--- config.mk ---
export PLATFORM = sky130hd
export DESIGN_NAME = chunked_adder_flat
export DESIGN_NICKNAME = d
export VERILOG_FILES = /design/src/rtl/chunked_adder_if.sv /design/src/rtl/chunked_adder.sv /design/src/flat_wrapper.sv
export SDC_FILE = /design/constraint.sdc
export NUM_CORES = 1
export LEC_CHECK = 0
export CAP_MARGIN = 0
export CORE_ASPECT_RATIO = 0.5
export CORE_MARGIN = 1.5
export CORE_UTILIZATION = 40
export CTS_BUF_LIST = sky130_fd_sc_hd__clkbuf_2 sky130_fd_sc_hd__clkbuf_4 sky130_fd_sc_hd__clkbuf_8
export DETAILED_ROUTE_END_ITERATION = 8
export GPL_TIMING_DRIVEN = 0
export PLACE_DENSITY = 0.66
export SLEW_MARGIN = 20
export SYNTH_ARGS = -nofsm -noshare
export SYNTH_HDL_FRONTEND = slang
export SYNTH_SLANG_ARGS = --single-unit
--- constraint.sdc ---
create_clock -name clk -period 3.22 [get_ports clk]
set_input_delay 0.322 -clock clk [delete_from_list [all_inputs] [get_ports clk]]
set_output_delay 0.322 -clock clk [all_outputs]
set_load 0.005 [all_outputs]
--- src/rtl/chunked_adder_if.sv ---
// -----------------------------------------------------------------------------
// chunked_adder_if
// Handshake and data bundle for chunked_adder.
//
// Operand side  : in_valid/in_ready handshake carrying a, b, cin, sub.
// Result side   : out_valid/out_ready handshake carrying sum, cout, ovf.
//
// Handshake rule (both sides): a transfer happens on the rising clock edge
// where valid and ready are both 1. The producer holds its payload stable
// while valid is high. On this block, ready/valid outputs are decoded from
// state only, so they never depend combinationally on the partner's signal.
//
// Modports:
//   master - the operand producer / result consumer (testbench, datapath)
//   slave  - the chunked_adder itself
// -----------------------------------------------------------------------------
interface chunked_adder_if #(
    parameter int WIDTH = 16
);
    logic             in_valid;
    logic             in_ready;
    logic [WIDTH-1:0] a;
    logic [WIDTH-1:0] b;
    logic             cin;
    logic             sub;
    logic             out_valid;
    logic             out_ready;
    logic [WIDTH-1:0] sum;
    logic             cout;
    logic             ovf;

    modport master (
        output in_valid, a, b, cin, sub, out_ready,
        input  in_ready, out_valid, sum, cout, ovf
    );

    modport slave (
        input  in_valid, a, b, cin, sub, out_ready,
        output in_ready, out_valid, sum, cout, ovf
    );
endinterface

--- src/rtl/chunked_adder.sv ---
// -----------------------------------------------------------------------------
// chunked_adder
// Multi-cycle WIDTH-bit adder/subtractor that adds CHUNK bits per clock and
// keeps the inter-chunk carry in a register, so the longest combinational
// path is one CHUNK-bit carry chain.
//
// Parameters:
//   WIDTH - operand/result width, must be a multiple of CHUNK
//   CHUNK - bits added per clock (NCHUNK = WIDTH/CHUNK cycles per result)
//
// Ports:
//   clk       - rising-edge clock
//   rst_n     - asynchronous active-low reset
//   bus       - chunked_adder_if.slave (operand and result handshakes)
//   dbg_state - current FSM state (0 IDLE, 1 RUN, 2 DONE)
//
// Optional feature macro: CHUNKED_ADDER_SUB_EN
//   defined   - bus.sub=1 computes a - b - cin (cout=1 means no borrow)
//   undefined - bus.sub is ignored, the block only adds
// -----------------------------------------------------------------------------
module chunked_adder #(
    parameter int WIDTH = 16,
    parameter int CHUNK = 4
) (
    input  logic            clk,
    input  logic            rst_n,
    chunked_adder_if.slave  bus,
    output logic [1:0]      dbg_state
);
    // Illegal WIDTH/CHUNK combinations divide by zero here and stop elaboration.
    localparam int CFG_OK = 1 / (((CHUNK > 0) && (CHUNK <= WIDTH) && ((WIDTH % CHUNK) == 0)) ? 1 : 0);
    localparam int NCHUNK = (WIDTH / CHUNK) * CFG_OK;
    localparam int CW     = (NCHUNK > 1) ? $clog2(NCHUNK) : 1;
    localparam logic [CW-1:0] LAST = CW'(NCHUNK - 1);

    typedef enum logic [1:0] {
        IDLE = 2'd0,
        RUN  = 2'd1,
        DONE = 2'd2
    } state_t;

    state_t           state_q;
    state_t           state_d;
    logic [WIDTH-1:0] a_q;
    logic [WIDTH-1:0] b_q;      // effective b (already inverted for subtract)
    logic [WIDTH-1:0] sum_q;
    logic             carry_q;
    logic             cout_q;
    logic             ovf_q;
    logic [CW-1:0]    k_q;

    logic [WIDTH-1:0] b_eff;
    logic             c_eff;
    logic [CHUNK-1:0] a_chunk;
    logic [CHUNK-1:0] b_chunk;
    logic [CHUNK:0]   chunk_res;
    logic [WIDTH-1:0] sum_nxt;
    logic             msb_cin;

`ifdef CHUNKED_ADDER_SUB_EN
    // a - b - cin == a + ~b + ~cin (mod 2^WIDTH)
    assign b_eff = bus.sub ? ~bus.b : bus.b;
    assign c_eff = bus.cin ^ bus.sub;
`else
    logic unused_sub;
    assign unused_sub = bus.sub;
    assign b_eff      = bus.b;
    assign c_eff      = bus.cin;
`endif

    // Select the active chunk with constant part-selects (a mux per chunk).
    always_comb begin
        a_chunk = '0;
        b_chunk = '0;
        for (int i = 0; i < NCHUNK; i++) begin
            if (k_q == CW'(i)) begin
                a_chunk = a_q[i*CHUNK +: CHUNK];
                b_chunk = b_q[i*CHUNK +: CHUNK];
            end
        end
    end

    assign chunk_res = {1'b0, a_chunk} + {1'b0, b_chunk} + {{CHUNK{1'b0}}, carry_q};

    // Carry into the chunk's top bit, recovered from that bit's sum.
    assign msb_cin = a_chunk[CHUNK-1] ^ b_chunk[CHUNK-1] ^ chunk_res[CHUNK-1];

    always_comb begin
        sum_nxt = sum_q;
        for (int i = 0; i < NCHUNK; i++) begin
            if (k_q == CW'(i)) begin
                sum_nxt[i*CHUNK +: CHUNK] = chunk_res[CHUNK-1:0];
            end
        end
    end

    // Next state and handshake outputs; ready/valid depend on state only.
    always_comb begin
        state_d       = state_q;
        bus.in_ready  = 1'b0;
        bus.out_valid = 1'b0;
        case (state_q)
            IDLE: begin
                bus.in_ready = 1'b1;
                if (bus.in_valid) state_d = RUN;
            end
            RUN: begin
                if (k_q == LAST) state_d = DONE;
            end
            DONE: begin
                bus.out_valid = 1'b1;
                if (bus.out_ready) state_d = IDLE;
            end
            default: state_d = IDLE;
        endcase
    end

    always_ff @(posedge clk or negedge rst_n) begin
        if (!rst_n) begin
            state_q <= IDLE;
            a_q     <= '0;
            b_q     <= '0;
            sum_q   <= '0;
            carry_q <= 1'b0;
            cout_q  <= 1'b0;
            ovf_q   <= 1'b0;
            k_q     <= '0;
        end else begin
            state_q <= state_d;
            case (state_q)
                IDLE: begin
                    if (bus.in_valid) begin
                        a_q     <= bus.a;
                        b_q     <= b_eff;
                        carry_q <= c_eff;
                        sum_q   <= '0;
                        cout_q  <= 1'b0;
                        ovf_q   <= 1'b0;
                        k_q     <= '0;
                    end
                end
                RUN: begin
                    sum_q   <= sum_nxt;
                    carry_q <= chunk_res[CHUNK];
                    k_q     <= k_q + CW'(1);
                    if (k_q == LAST) begin
                        cout_q <= chunk_res[CHUNK];
                        ovf_q  <= msb_cin ^ chunk_res[CHUNK];
                    end
                end
                default: ;
            endcase
        end
    end

    assign bus.sum  = sum_q;
    assign bus.cout = cout_q;
    assign bus.ovf  = ovf_q;
    assign dbg_state = state_q;

endmodule

--- src/flat_wrapper.sv ---
// flat-port wrapper written by rule: the top's interface ports become plain ports
module chunked_adder_flat 
#(
    parameter int WIDTH = 16,
    parameter int CHUNK = 4
)
  (clk, rst_n, dbg_state, bus_in_valid, bus_a, bus_b, bus_cin, bus_sub, bus_out_ready, bus_in_ready, bus_out_valid, bus_sum, bus_cout, bus_ovf);
  chunked_adder_if #(.WIDTH(WIDTH)) bus_i ();
  input  logic clk;
  input  logic rst_n;
  output logic [1:0] dbg_state;
  input wire logic [$bits(bus_i.in_valid)-1:0] bus_in_valid;
  input wire logic [$bits(bus_i.a)-1:0] bus_a;
  input wire logic [$bits(bus_i.b)-1:0] bus_b;
  input wire logic [$bits(bus_i.cin)-1:0] bus_cin;
  input wire logic [$bits(bus_i.sub)-1:0] bus_sub;
  input wire logic [$bits(bus_i.out_ready)-1:0] bus_out_ready;
  output wire logic [$bits(bus_i.in_ready)-1:0] bus_in_ready;
  output wire logic [$bits(bus_i.out_valid)-1:0] bus_out_valid;
  output wire logic [$bits(bus_i.sum)-1:0] bus_sum;
  output wire logic [$bits(bus_i.cout)-1:0] bus_cout;
  output wire logic [$bits(bus_i.ovf)-1:0] bus_ovf;
  assign bus_i.in_valid = bus_in_valid;
  assign bus_i.a = bus_a;
  assign bus_i.b = bus_b;
  assign bus_i.cin = bus_cin;
  assign bus_i.sub = bus_sub;
  assign bus_i.out_ready = bus_out_ready;
  assign bus_in_ready = bus_i.in_ready;
  assign bus_out_valid = bus_i.out_valid;
  assign bus_sum = bus_i.sum;
  assign bus_cout = bus_i.cout;
  assign bus_ovf = bus_i.ovf;
  chunked_adder #(.WIDTH(WIDTH), .CHUNK(CHUNK)) u_core (.clk(clk), .rst_n(rst_n), .bus(bus_i), .dbg_state(dbg_state));
endmodule
==> impl_summary.txt <==
----------------------------------------------------
[Placement]
  Placer Congestion ... 0.816
  Dpl hpwl ... 4.78 mm
  Post-Place Worst Slack ... -0.0450 ns
  Port-buffer cells ... 58

[Final layout]
  Relative area change from synthesis to final layout ... 31.2%
  Final #Nets ... around 420
  Share of post-route cells with drive strength above 1 ... 0.0919
  Post-layout util ... 0.562
  Number of inserted diodes ... 0

[Worst setup path]
  Ordered list of cells on the worst path ... inv_1 > ha_1 > clkbuf_4 > buf_6 > a221oi_1 > nor3_2 > a21oi_2 > fa_2 > fa_1 > xnor2_1 > nand2_1 > o21ai_1
  Start-to-end type of the worst setup path ... reg2reg
  Required time reported for the critical path endpoint ... approximately 3.5 ns
  Biggest fanout along the worst timing path ... 10
  Worst EP arrival ... around 3.3 ns
  R2r startpoint ... u_core.k_q[1]
  Highest-delay cell along the critical path ... fa_2
  Worst setup EP type ... flip-flop
  Start point of the critical path ... u_core.k_q[1]
  Startpoint class of the critical path ... flip-flop
  Largest stage delay on the critical path ... ~0.44 ns

[CTS]
  Clock transition time at the flip-flop clock pins of the worst setup and hold paths ... approximately 0.10 ns
  Clock tree root driver cell ... clkbuf_8
  Number of CTS-inserted buffers ... 5
  Maximum number of buffers from clock root to sink ... 2
  Hold-fix buffers, CTS ... 0
  CTS sink cnt ... 55
  Post-CTS setup repair buffer count ... 0
  Skew-Pair Late Insertion Delay ... a little over 0.3 ns
  H-tree levels ... 2
  Clock tree from TritonCTS ... yes

[Timing]
  Setup TNS Final ... 0 ns
  Worst Hold Margin ... 0.0506 ns
  Post-layout minimum cycle time ... about 3.0 ns
  Worst-margin pin slew ... approximately 0.7 ns
  Post-Route Skew ... just over 0.01 ns
  Fraction of the cycle the final worst path needs ... 0.934
  Final setup fails ... 0
  Slack of the critical path ... between 0.2 and 0.25 ns
  Final-report max-slew violation count ... 0
  Fmax ... around 0.33 GHz
  Rel. slew slack ... 0.537
  Final count of hold timing violations ... 0
  RSZ-0062 raised after global routing ... no

[GRT]
  Initial antenna violation count ... 0
  Largest net degree at the start of global routing ... between 50 and 60
  Gr ovfl total ... 0
  Vias in the first global route ... 2,146
  Wire length of the first global-routing pass ... around 11 mm
  Global routing usage summed across all routing layers ... 0.191

[Die]
  Top-level I/O count ... 60
  Die width ... roughly 120 µm
  Die height ... ~61 µm
  Placement Rows ... 20
  Floorplan Core Area ... about 0.0063 mm²
  Initial core utilization ... 0.428
  Die area ... 0.00723 mm²

[Power]
  Post-route total power ... roughly 0.0037 W
  Design internal power ... ~0.0022 W
  Clock network fraction of design power ... 0.128
  Combinational Power Share ... 0.558
  Areal power density over the cells ... 1060 mW/mm²
  Leakage power figure ... between 1.5 and 2 nW
  Sequential fraction of design power ... 0.314
  Switching Fraction ... 0.425
  Net switching power ... ~0.0016 W
  Maximum vdd drop ... approximately 380 µV

[Synthesis]
  Flip-flop and latch count after synthesis ... 55
  Distinct cell type count of the synthesized netlist ... 34
  Yosys synthesis warning count ... 0
  Netlist area before placement ... 0.00268 mm²
  Share of the yosys chip area belonging to registers ... 0.514
  Instance count of the mapped netlist ... approximately 300
  Post-synthesis average cell area ... between 8 and 9 µm²
  Synthesized netlist net count ... 351

[Drt]
  Wire length per cell after detailed routing ... approximately 14 µm
  Detail Route Antenna Nets ... 0
  Overall via count from detail_route ... between 2,000 and 2,500
  Total Wirelength ... 6.45 mm
  Number of design rule violations left after detail routing ... 0
  Router iterations before antenna repair ... 4
  Vias per inst ... around 5
  Detailed router's first-iteration violation count ... 111

[Run status]
  Run status ... finished, final reports clean

[Flow run]
  Max-cap check violation count ... 0

[Hold path]
  Worst hold path class ... in2async

----------------------------------------------------
-- power by group through the flow --
| stage | clock network (W) | logic, W | registers, W |
|---|---|---|---|
| 3_5_place_dp | 0 | 0.00202 | 0.00119 |
| 3_3_place_gp | 0 | 0.00198 | 0.00117 |
| 6_report | 0.000479 | 0.00208 | 0.00117 |
| 2_1_floorplan | 0 | 0.00133 | 0.00114 |
| 5_1_grt | 0.000511 | 0.00234 | 0.00121 |
| 4_1_cts | 0.000483 | 0.00203 | 0.00117 |
-- cells in the mapped netlist --
cell type,count,area share
nand2_1,123,0.17
dfrtp_1,55,0.51
o21ai_0,15,0.028
a21oi_1,13,0.024
nor2b_1,12,0.028
nor2_1,11,0.015
buf_2,7,0.013
ha_1,7,0.033
a221oi_1,6,0.020
buf_4,6,0.017
inv_1,5,0.0070
o31ai_1,5,0.014
clkbuf_1,4,0.0056
nor3_1,4,0.0075
o21ai_1,4,0.0075
a32o_1,3,0.011
nand3b_1,3,0.0084
a21o_1,2,0.0056
fa_1,2,0.015
mux2i_1,2,0.0075
xor2_1,2,0.0065
a31o_2,1,0.0033
a31oi_1,1,0.0023
and2b_4,1,0.0037
buf_6,1,0.0042
nand2_2,1,0.0023
nand2b_1,1,0.0023
nand3_1,1,0.0019
nor3b_1,1,0.0028
nor3b_2,1,0.0047
o21a_1,1,0.0028
o22a_1,1,0.0033
o2bb2ai_1,1,0.0033
xnor2_1,1,0.0033
-- what timing repair did --
action | in CTS | in global routing
setup endpoints to repair | 5 | 11
pin swaps | 0 | 3
resized for setup | 1 | 12
-- through the flow --
| step | cells | instance area [µm²] |
|---|---|---|
| 4_1_cts | 458 | 3490 |
| 3_3_place_gp | 450 | 3370 |
| 3_5_place_dp | 450 | 3370 |
| 5_1_grt | 458 | 3510 |
| 2_1_floorplan | 304 | 2680 |
| 6_report | 458 | 3510 |
-- placed cells by master (no fill, tap or decap), types with 2 or more instances in the layout --
| cell type | count |
|---|---|
| a21o_1 | 2 |
| a21oi_1 | 12 |
| a221oi_1 | 6 |
| a32o_1 | 3 |
| buf_2 | 5 |
| buf_4 | 7 |
| buf_6 | 2 |
| clkbuf_2 | 3 |
| clkbuf_8 | 6 |
| clkdlybuf4s50_1 | 57 |
| dfrtp_1 | 55 |
| ha_1 | 7 |
| inv_1 | 5 |
| mux2i_1 | 2 |
| nand2_1 | 123 |
| nand3b_1 | 3 |
| nor2_1 | 11 |
| nor2b_1 | 12 |
| nor3_1 | 3 |
| o21ai_0 | 15 |
| o21ai_1 | 4 |
| o31ai_1 | 5 |
| xor2_1 | 2 |
-- layer usage --
layer	track usage	share of wire	wire length, µm
met2	0.309	0.44	2850
met4	0.0516	0.0095	61
met1	0.272	0.50	3210
met5	0	0	0
met3	0.0320	0.051	326
-- cells by family (layout without fill, tap and decap cells) --
group	Yosys count	in the layout	synth area share
buffers and inverters	23	89	0.0467
xor gates and xnor gates	3	3	0.00981
muxes	2	2	0.00747
and+or+nand+nor	159	159	0.249
adders and majority gates	9	9	0.0476
AOI/OAI and AO/OA	53	53	0.125
DFF	55	55	0.514
-- worst max-delay path, delay by kind of cell, from the launching register on --
kind                     cells  cell delay (ns)
adder cells (fa/ha/maj)      3             1.02
AO/OA/AOI/OAI                3             0.34
XOR/XNOR                     1             0.33
buffers and inverters        3             0.47
flip-flops                   1             0.42
AND/OR/NAND/NOR              2             0.36
-- layout make-up --
| cell class | instances | area (µm²) |
|---|---|---|
| buffer | 18 | 119 |
| clock buffer | 6 | 82.6 |
| clock inverter | 2 | 35.0 |
| fill | 607 | 2740 |
| inverter | 5 | 18.8 |
| multi-input combinational | 226 | 1190 |
| sequential | 55 | 1380 |
| tap | 88 | 110 |
| timing repair buffer | 58 | 578 |
-- sequential cells by signal, summed over array words and instances (netlist names) --
register / count
u_core.bus.cout: 1
u_core.k_q: 2
u_core.bus.sum: 16
u_core.dbg_state: 2
u_core.a_q: 16
u_core.carry_q: 1
u_core.b_q: 16
u_core.bus.ovf: 1
-- final timing paths --
| path | endpoint | cells after the start | slack [ns] |
|---|---|---|---|
| hold / removal | u_core.k_q[0] | 1 | 0.05 |
| max in group asynchronous | u_core.bus.sum[7] | 1 | 2.71 |
| min in group clk | u_core.a_q[5] | 2 | 0.49 |
| setup / recovery | u_core.bus.sum[2] | 12 | 0.21 |
| hold reg to reg | u_core.a_q[5] | 2 | 0.49 |
| setup reg to reg | u_core.bus.sum[2] | 12 | 0.21 |
Power figures use the tool's default switching activity.
